**src/rtl/ap_ctrl_pkg.sv**
```systemverilog
// Shared types, default widths and helpers for the ap_ctrl handshake driver.
package ap_ctrl_pkg;

  typedef enum logic [1:0] {
    IDLE   = 2'd0,
    RUN    = 2'd1,
    DRAIN  = 2'd2,
    FINISH = 2'd3
  } state_t;

  localparam int DFLT_TXN_W = 16;
  localparam int DFLT_CNT_W = 32;
  localparam int DFLT_GAP_W = 8;

  // Working width of lat_calc; callers zero-extend into it and truncate back,
  // which keeps the low CNT_W bits a correct modulo-2^CNT_W difference.
  localparam int LAT_CALC_W = 64;

  // Modular cycle difference; a counter wrap between ts and now is harmless.
  function automatic logic [LAT_CALC_W-1:0] lat_calc(
    input logic [LAT_CALC_W-1:0] now,
    input logic [LAT_CALC_W-1:0] ts
  );
    return now - ts;
  endfunction

endpackage

```
**src/rtl/ap_ctrl_ts_fifo.sv**
```systemverilog
// Timestamp FIFO: holds the acceptance cycle of every outstanding transaction.
// A push is taken while full as long as a pop happens in the same cycle.
module ap_ctrl_ts_fifo #(
  parameter int DEPTH = 4,
  parameter int WIDTH = 32
) (
  input  logic                     clock,
  input  logic                     reset,
  input  logic                     push,
  input  logic [WIDTH-1:0]         push_data,
  input  logic                     pop,
  output logic [WIDTH-1:0]         head,
  output logic                     full,
  output logic                     empty,
  output logic [$clog2(DEPTH):0]   count
);

  localparam int AW = $clog2(DEPTH);
  localparam int CW = AW + 1;
  localparam logic [CW-1:0] FULL_CNT = CW'(DEPTH);

  logic [WIDTH-1:0] mem [DEPTH];
  logic [AW-1:0]    wr_ptr;
  logic [AW-1:0]    rd_ptr;
  logic             do_push;
  logic             do_pop;

  // Status flags and qualified push/pop strobes.
  always_comb begin
    full    = (count == FULL_CNT);
    empty   = (count == '0);
    do_pop  = pop & ~empty;
    do_push = push & (~full | do_pop);
    head    = mem[rd_ptr];
  end

  // Pointer and occupancy bookkeeping; reset empties the FIFO.
  always_ff @(posedge clock or posedge reset) begin
    if (reset) begin
      wr_ptr <= '0;
      rd_ptr <= '0;
      count  <= '0;
    end else begin
      if (do_push) wr_ptr <= wr_ptr + 1'b1;
      if (do_pop)  rd_ptr <= rd_ptr + 1'b1;
      count <= count + CW'(do_push) - CW'(do_pop);
    end
  end

  // Storage array; contents are meaningless while empty so it is not reset.
  always_ff @(posedge clock) begin
    if (do_push) mem[wr_ptr] <= push_data;
  end

endmodule

```
**src/rtl/ap_ctrl_hs_driver.sv**
```systemverilog
// Initiator side of the ap_start/ap_ready/ap_done/ap_continue handshake.
// Issues a programmed number of transactions, throttled by the number still
// outstanding, spaces ap_continue by a programmable gap, and reports latency,
// start interval and protocol errors.
module ap_ctrl_hs_driver
  import ap_ctrl_pkg::*;
#(
  parameter int TXN_W = DFLT_TXN_W,
  parameter int CNT_W = DFLT_CNT_W,
  parameter int DEPTH = 4,
  parameter int GAP_W = DFLT_GAP_W
) (
  input  logic             clock,
  input  logic             reset,
  input  logic             cfg_go,
  input  logic [TXN_W-1:0] cfg_num_txn,
  input  logic [GAP_W-1:0] cfg_cont_gap,
  output logic             busy,
  output logic             run_done,
  output logic             ap_start,
  input  logic             ap_ready,
  input  logic             ap_done,
  output logic             ap_continue,
  output logic [TXN_W-1:0] txn_issued,
  output logic [TXN_W-1:0] txn_completed,
  output logic             lat_valid,
  output logic [CNT_W-1:0] last_latency,
  output logic [CNT_W-1:0] max_latency,
  output logic [CNT_W-1:0] last_interval,
  output logic             err_underflow,
  output logic             err_spurious_ready
);

  localparam int AW = $clog2(DEPTH);
  localparam int CW = AW + 1;
  localparam logic [CW-1:0] FULL_CNT = CW'(DEPTH);

  state_t           state;
  logic [CNT_W-1:0] cnt;
  logic [CNT_W-1:0] prev_ts;
  logic [TXN_W-1:0] num_q;
  logic [GAP_W-1:0] gap_q;
  logic [GAP_W-1:0] gcnt;
  logic             armed;

  logic             accept;
  logic             comp;
  logic             pop_ok;
  logic             underflow_evt;
  logic             push;
  logic [TXN_W-1:0] issued_next;
  logic [TXN_W-1:0] completed_next;
  logic [CW-1:0]    count_next;
  logic [CNT_W-1:0] lat;
  logic [CNT_W-1:0] ivl;
  logic [GAP_W-1:0] gap_rem;

  logic [CNT_W-1:0] fifo_head;
  logic             fifo_full;
  logic             fifo_empty;
  logic [CW-1:0]    fifo_count;

  ap_ctrl_ts_fifo #(
    .DEPTH (DEPTH),
    .WIDTH (CNT_W)
  ) u_ts_fifo (
    .clock     (clock),
    .reset     (reset),
    .push      (push),
    .push_data (cnt),
    .pop       (pop_ok),
    .head      (fifo_head),
    .full      (fifo_full),
    .empty     (fifo_empty),
    .count     (fifo_count)
  );

  // Handshake events and the values they produce this cycle.
  always_comb begin
    accept         = ap_start & ap_ready;
    comp           = ap_done & ap_continue;
    pop_ok         = comp & ~fifo_empty;
    underflow_evt  = comp & fifo_empty;
    push           = accept & (~fifo_full | pop_ok);
    issued_next    = txn_issued + TXN_W'(push);
    completed_next = txn_completed + TXN_W'(pop_ok);
    count_next     = fifo_count + CW'(push) - CW'(pop_ok);
    lat            = CNT_W'(lat_calc(LAT_CALC_W'(cnt), LAT_CALC_W'(fifo_head)));
    ivl            = CNT_W'(lat_calc(LAT_CALC_W'(cnt), LAT_CALC_W'(prev_ts)));
    gap_rem        = (armed ? gcnt : gap_q) - 1'b1;
  end

  // Free-running cycle counter used as the timestamp base.
  always_ff @(posedge clock or posedge reset) begin
    if (reset) cnt <= '0;
    else       cnt <= cnt + 1'b1;
  end

  // Run FSM with all handshake, statistics and error outputs registered.
  always_ff @(posedge clock or posedge reset) begin
    if (reset) begin
      state              <= IDLE;
      busy               <= 1'b0;
      run_done           <= 1'b0;
      ap_start           <= 1'b0;
      ap_continue        <= 1'b0;
      txn_issued         <= '0;
      txn_completed      <= '0;
      lat_valid          <= 1'b0;
      last_latency       <= '0;
      max_latency        <= '0;
      last_interval      <= '0;
      err_underflow      <= 1'b0;
      err_spurious_ready <= 1'b0;
      prev_ts            <= '0;
      num_q              <= '0;
      gap_q              <= '0;
      gcnt               <= '0;
      armed              <= 1'b0;
    end else begin
      lat_valid <= 1'b0;
      run_done  <= 1'b0;
      if (ap_ready && !ap_start) err_spurious_ready <= 1'b1;
      if (underflow_evt)         err_underflow      <= 1'b1;

      case (state)
        IDLE: begin
          if (cfg_go) begin
            num_q              <= cfg_num_txn;
            gap_q              <= cfg_cont_gap;
            txn_issued         <= '0;
            txn_completed      <= '0;
            last_latency       <= '0;
            max_latency        <= '0;
            last_interval      <= '0;
            err_underflow      <= 1'b0;
            err_spurious_ready <= 1'b0;
            armed              <= 1'b0;
            if (cfg_num_txn != '0) begin
              state       <= RUN;
              busy        <= 1'b1;
              ap_start    <= 1'b1;
              ap_continue <= (cfg_cont_gap == '0);
            end else begin
              state    <= FINISH;
              run_done <= 1'b1;
            end
          end
        end

        RUN, DRAIN: begin
          if (push) begin
            txn_issued <= issued_next;
            prev_ts    <= cnt;
            if (txn_issued != '0) last_interval <= ivl;
          end
          if (pop_ok) begin
            txn_completed <= completed_next;
            last_latency  <= lat;
            lat_valid     <= 1'b1;
            if (lat > max_latency) max_latency <= lat;
          end

          // ap_continue: held high with no gap, otherwise a one-cycle pulse
          // after gap_q idle cycles of ap_done.
          if (gap_q == '0) begin
            ap_continue <= 1'b1;
          end else begin
            ap_continue <= 1'b0;
            if (ap_done && !ap_continue) begin
              if (gap_rem == '0) begin
                ap_continue <= 1'b1;
                armed       <= 1'b0;
              end else begin
                gcnt  <= gap_rem;
                armed <= 1'b1;
              end
            end
          end

          if (state == RUN) begin
            if (push && (issued_next == num_q)) begin
              state    <= DRAIN;
              ap_start <= 1'b0;
            end else begin
              ap_start <= (issued_next < num_q) && (count_next < FULL_CNT);
            end
          end else begin
            ap_start <= 1'b0;
            if (pop_ok && (completed_next == num_q)) begin
              state       <= FINISH;
              busy        <= 1'b0;
              run_done    <= 1'b1;
              ap_continue <= 1'b0;
              armed       <= 1'b0;
            end
          end
        end

        FINISH: begin
          state <= IDLE;
        end

        default: state <= IDLE;
      endcase
    end
  end

endmodule

```
**config.mk**
```make
export PLATFORM = sky130hd
export DESIGN_NAME = ap_ctrl_hs_driver
export DESIGN_NICKNAME = d
export VERILOG_FILES = /design/src/rtl/ap_ctrl_pkg.sv /design/src/rtl/ap_ctrl_ts_fifo.sv /design/src/rtl/ap_ctrl_hs_driver.sv
export SDC_FILE = /design/constraint.sdc
export NUM_CORES = 1
export LEC_CHECK = 0
export ABC_AREA = 1
export CAP_MARGIN = 20
export CORE_ASPECT_RATIO = 0.8
export CORE_MARGIN = 4
export CORE_UTILIZATION = 48
export CTS_BUF_LIST = sky130_fd_sc_hd__clkbuf_4
export DETAILED_ROUTE_END_ITERATION = 6
export GPL_TIMING_DRIVEN = 0
export PLACE_DENSITY = 0.68
export SLEW_MARGIN = 10
export SYNTH_ARGS = -nofsm -noshare
export SYNTH_HDL_FRONTEND = slang
export SYNTH_SLANG_ARGS = --single-unit
```
**constraint.sdc**
```tcl
create_clock -name clock -period 12.81 [get_ports clock]
set_input_delay 1.281 -clock clock [delete_from_list [all_inputs] [get_ports clock]]
set_output_delay 1.281 -clock clock [all_outputs]
set_load 0.01 [all_outputs]
```
==> flow_summary_export.csv <==
group,metric,value,unit
critical_path,required,13.53,ns
logic_synthesis,yosysSeqAreaShare,48.5,%
routing,drc,0,
placed_design,gp_congestion,0.917,
sta,rsz0062_at_grt,"no",
pwr,ir_drop,0.0995,mV
critical_path,critPathArrivalTime,6.44,ns
logic_synthesis,syn_nets,2525,
pwr,p_leak,11.2,nW
clock_tree,cts_tree,"yes",
critical_path,r2r_setup_slack,7.09,ns
sta,slew_viol_final,0,
clock_tree,clkLatencyLatePin,0.82,ns
logic_synthesis,synth_cell_types,50,
worst_hold_path,holdPathEnd,"busy",
routing,routedWlPerCell,16.4,µm
placed_design,dp_hpwl,40.2,mm
placed_design,placedInstanceArea,0.0229,mm²
floorplan,dieArea,0.0458,mm²
layout,area.growth.synth_to_final,18.3,%
routing,initialDrtViolationCount,1440,
sta,finalSetupViolations,0,
sta,max-slew-margin-rel,24.7,%
outcome,status,"finished, final reports clean",
critical_path,cpMostUsedCell,"nand2_1",
clock_tree,htreeDepth,3,
placed_design,io_buffers,163,
worst_hold_path,hp-start,"busy",
floorplan,die_h,192,µm
logic_synthesis,synth_area_leaders,"dfrtp_1, edfxtp_1, nand2_1",
logic_synthesis,yosys-top-cells-count,"nand2_1, inv_1, dfrtp_1, o21ai_0, a21oi_1",
critical_path,r2r-start,"u_ts_fifo.rd_ptr[0]",
critical_path,endpoint_kind,"flip-flop",
critical_path,cpPeakStageDelay,0.51,ns
sta,period_share,44.6,%
critical_path,critPathSlowestCell,"clkbuf_1",
logic_synthesis,yosysTopAreaCell,"dfrtp_1",
logic_synthesis,syn_inst,2364,
logic_synthesis,synthFlopType,"dfrtp_1",
floorplan,ioPinCount,164,
grt,grt_pass1_wl,86.0,mm
clock_tree,clockRootBuffer,"clkbuf_4",
layout,stdcell_count,3265,
pwr,power.total,0.00537,W
grt,overflow,0,
routing,ant_nets,0,
sta,fin_skew,0.0526,ns
routing,vias,17300,
clock_tree,cts.clk_slew.worst_paths,0.07,ns
grt,grt_usage,23.2,%
grt,grt_max_degree,114,
layout,drive_above_1_share,7.79,%
logic_synthesis,synth-edff-count,128,
clock_tree,cts_made_buffers,96,
clock_tree,cts_hold_buffers,0,
logic_synthesis,yosys_register_bits,369,
sta,worst_pin_slew,1.13,ns
routing,drt-total-wl,53.6,mm
grt,antenna_found_initial,2,
critical_path,worst-path-max-fanout,10,
floorplan,core_area,0.0419,mm²
logic_synthesis,synth-async-reset-ratio,65.3,%
routing,firstDrtPassIters,5,
routing,drt-vias-per-instance,5.30,
critical_path,path_class,"flip-flop to flip-flop",
clock_tree,cts.repair.resized,0,
logic_synthesis,syn_area_per_cell,8.61,µm²
layout,fin_util,57.4,%
clock_tree,cts_sinks,369,
layout,final_net_count,2792,
sta,tns,0,ns
critical_path,reg2reg_to,"max_latency[3]",
floorplan,start_util,48.5,%
floorplan,rows,67,
pwr,cellPowerDensity,223,mW/mm²
floorplan,die_w,238,µm
logic_synthesis,yosys_warnings,0,
clock_tree,cts_setup_buffers,0,
worst_hold_path,whs_path_depth,2,
sta,final-hold-violation-count,0,
layout,postLayoutCellArea,0.0241,mm²
clock_tree,cts_max_path_buffers,3,
critical_path,critPathLaunchType,"flip-flop",
logic_synthesis,synth_top_area_share,29.6,%
grt,first_global_vias,16700,
flow_run,maxCapViolations,0,
sta,max_freq,0.175,GHz
placed_design,dp.cells,3085,
critical_path,worst_r2r_path_depth,28,
sta,period_minus_slack,5.72,ns
logic_synthesis,yosysMostFrequentCell,"nand2_1",
logic_synthesis,netlist_area,0.0203,mm²
worst_hold_path,min_path_type,"flip-flop to flip-flop",
## area by class of cell
class                           count  area, µm²
Antenna cell                        4       10.0
Buffer                             58        245
Clock buffer                      131        983
Clock inverter                     45        216
Fill cell                        3789      17800
Inverter                          307       1160
Multi-Input combinational cell   1630       9110
Sequential cell                   369       9870
Tap cell                          552        691
Timing Repair Buffer              169       1790
## cell families (layout without fill, tap and decap cells)
group                      count (synthesis)  in the layout  synth area share [%]
and+or+nand+nor                          959            959                  19.8
AOI/OAI and AO/OA                        450            450                  12.7
DFF                                      369            369                  48.5
buffers and inverters                    365            710                  6.87
adders and majority gates                132            132                  8.23
xor gates and xnor gates                  89             89                  3.83
other                                      0              4                     0
## per-layer routing
| layer | track usage [%] | up-vias | routed length, µm |
|---|---|---|---|
| met5 | 0 | - | 0 |
| li1 | - | 8528 | - |
| met2 | 35.8 | 587 | 23300 |
| met3 | 4.51 | 79 | 3630 |
| met4 | 5.78 | 0 | 868 |
| met1 | 34.0 | 8107 | 25800 |
## worst max-delay path by stage
stage               slack, ns                start         endpoint
detailed placement       6.87              ap_done         ap_start
finish                   7.09  u_ts_fifo.rd_ptr[0]   max_latency[3]
global route             6.61  u_ts_fifo.rd_ptr[0]   max_latency[2]
CTS                      7.14  u_ts_fifo.rd_ptr[0]   max_latency[3]
global placement         1.74                reset  max_latency[27]
floorplan                4.91                reset      ap_continue
## cells in the final DEF, fill, tap and decap left out, types with 25 or more instances in the layout
cell type / Yosys / routed
nand2_1: 616 / 616
inv_1: 297 / 296
dfrtp_1: 241 / 241
o21ai_0: 182 / 182
clkdlybuf4s50_1: 0 / 163
a21oi_1: 152 / 152
nor2_1: 140 / 136
clkbuf_4: 0 / 131
ha_1: 129 / 129
edfxtp_1: 128 / 128
nand3_1: 118 / 118
xor2_1: 72 / 72
clkbuf_1: 38 / 38
clkinv_1: 4 / 33
a32o_1: 30 / 30
nand4_1: 25 / 25
## sequential cells by signal (all words and copies together) (netlist names), 8 cells and up
| signal | flops |
|---|---|
| last_latency | 32 |
| txn_issued | 16 |
| u_ts_fifo.mem | 128 |
| cnt | 32 |
| max_latency | 32 |
| txn_completed | 16 |
| num_q | 16 |
| prev_ts | 32 |
| gap_q | 8 |
| gcnt | 8 |
| last_interval | 32 |
## metrics by stage
stage	setup slack, ns	hold slack, ns
after global placement	1.74	0.464
after detailed placement	6.87	0.461
after global routing	6.61	0.508
final	7.09	0.475
after CTS	7.14	0.481
after floorplan	4.91	0.453
## where the power goes
group	total, W	internal (W)	switching (W)
clock network	0.00100	0.000499	0.000506
logic	0.00271	0.000971	0.00174
registers	0.00165	0.00149	0.000160
total	0.00537	0.00296	0.00240
## critical path, delay by kind of cell, from the launching register on
family / cells / cell delay [ns]
buf+inv: 4 / 1.35
compound gates: 7 / 1.25
fa+ha+maj: 2 / 0.71
flops: 1 / 0.39
xor+xnor: 1 / 0.35
simple gates: 14 / 1.57
No activity file was read; power rests on OpenSTA's default activity.
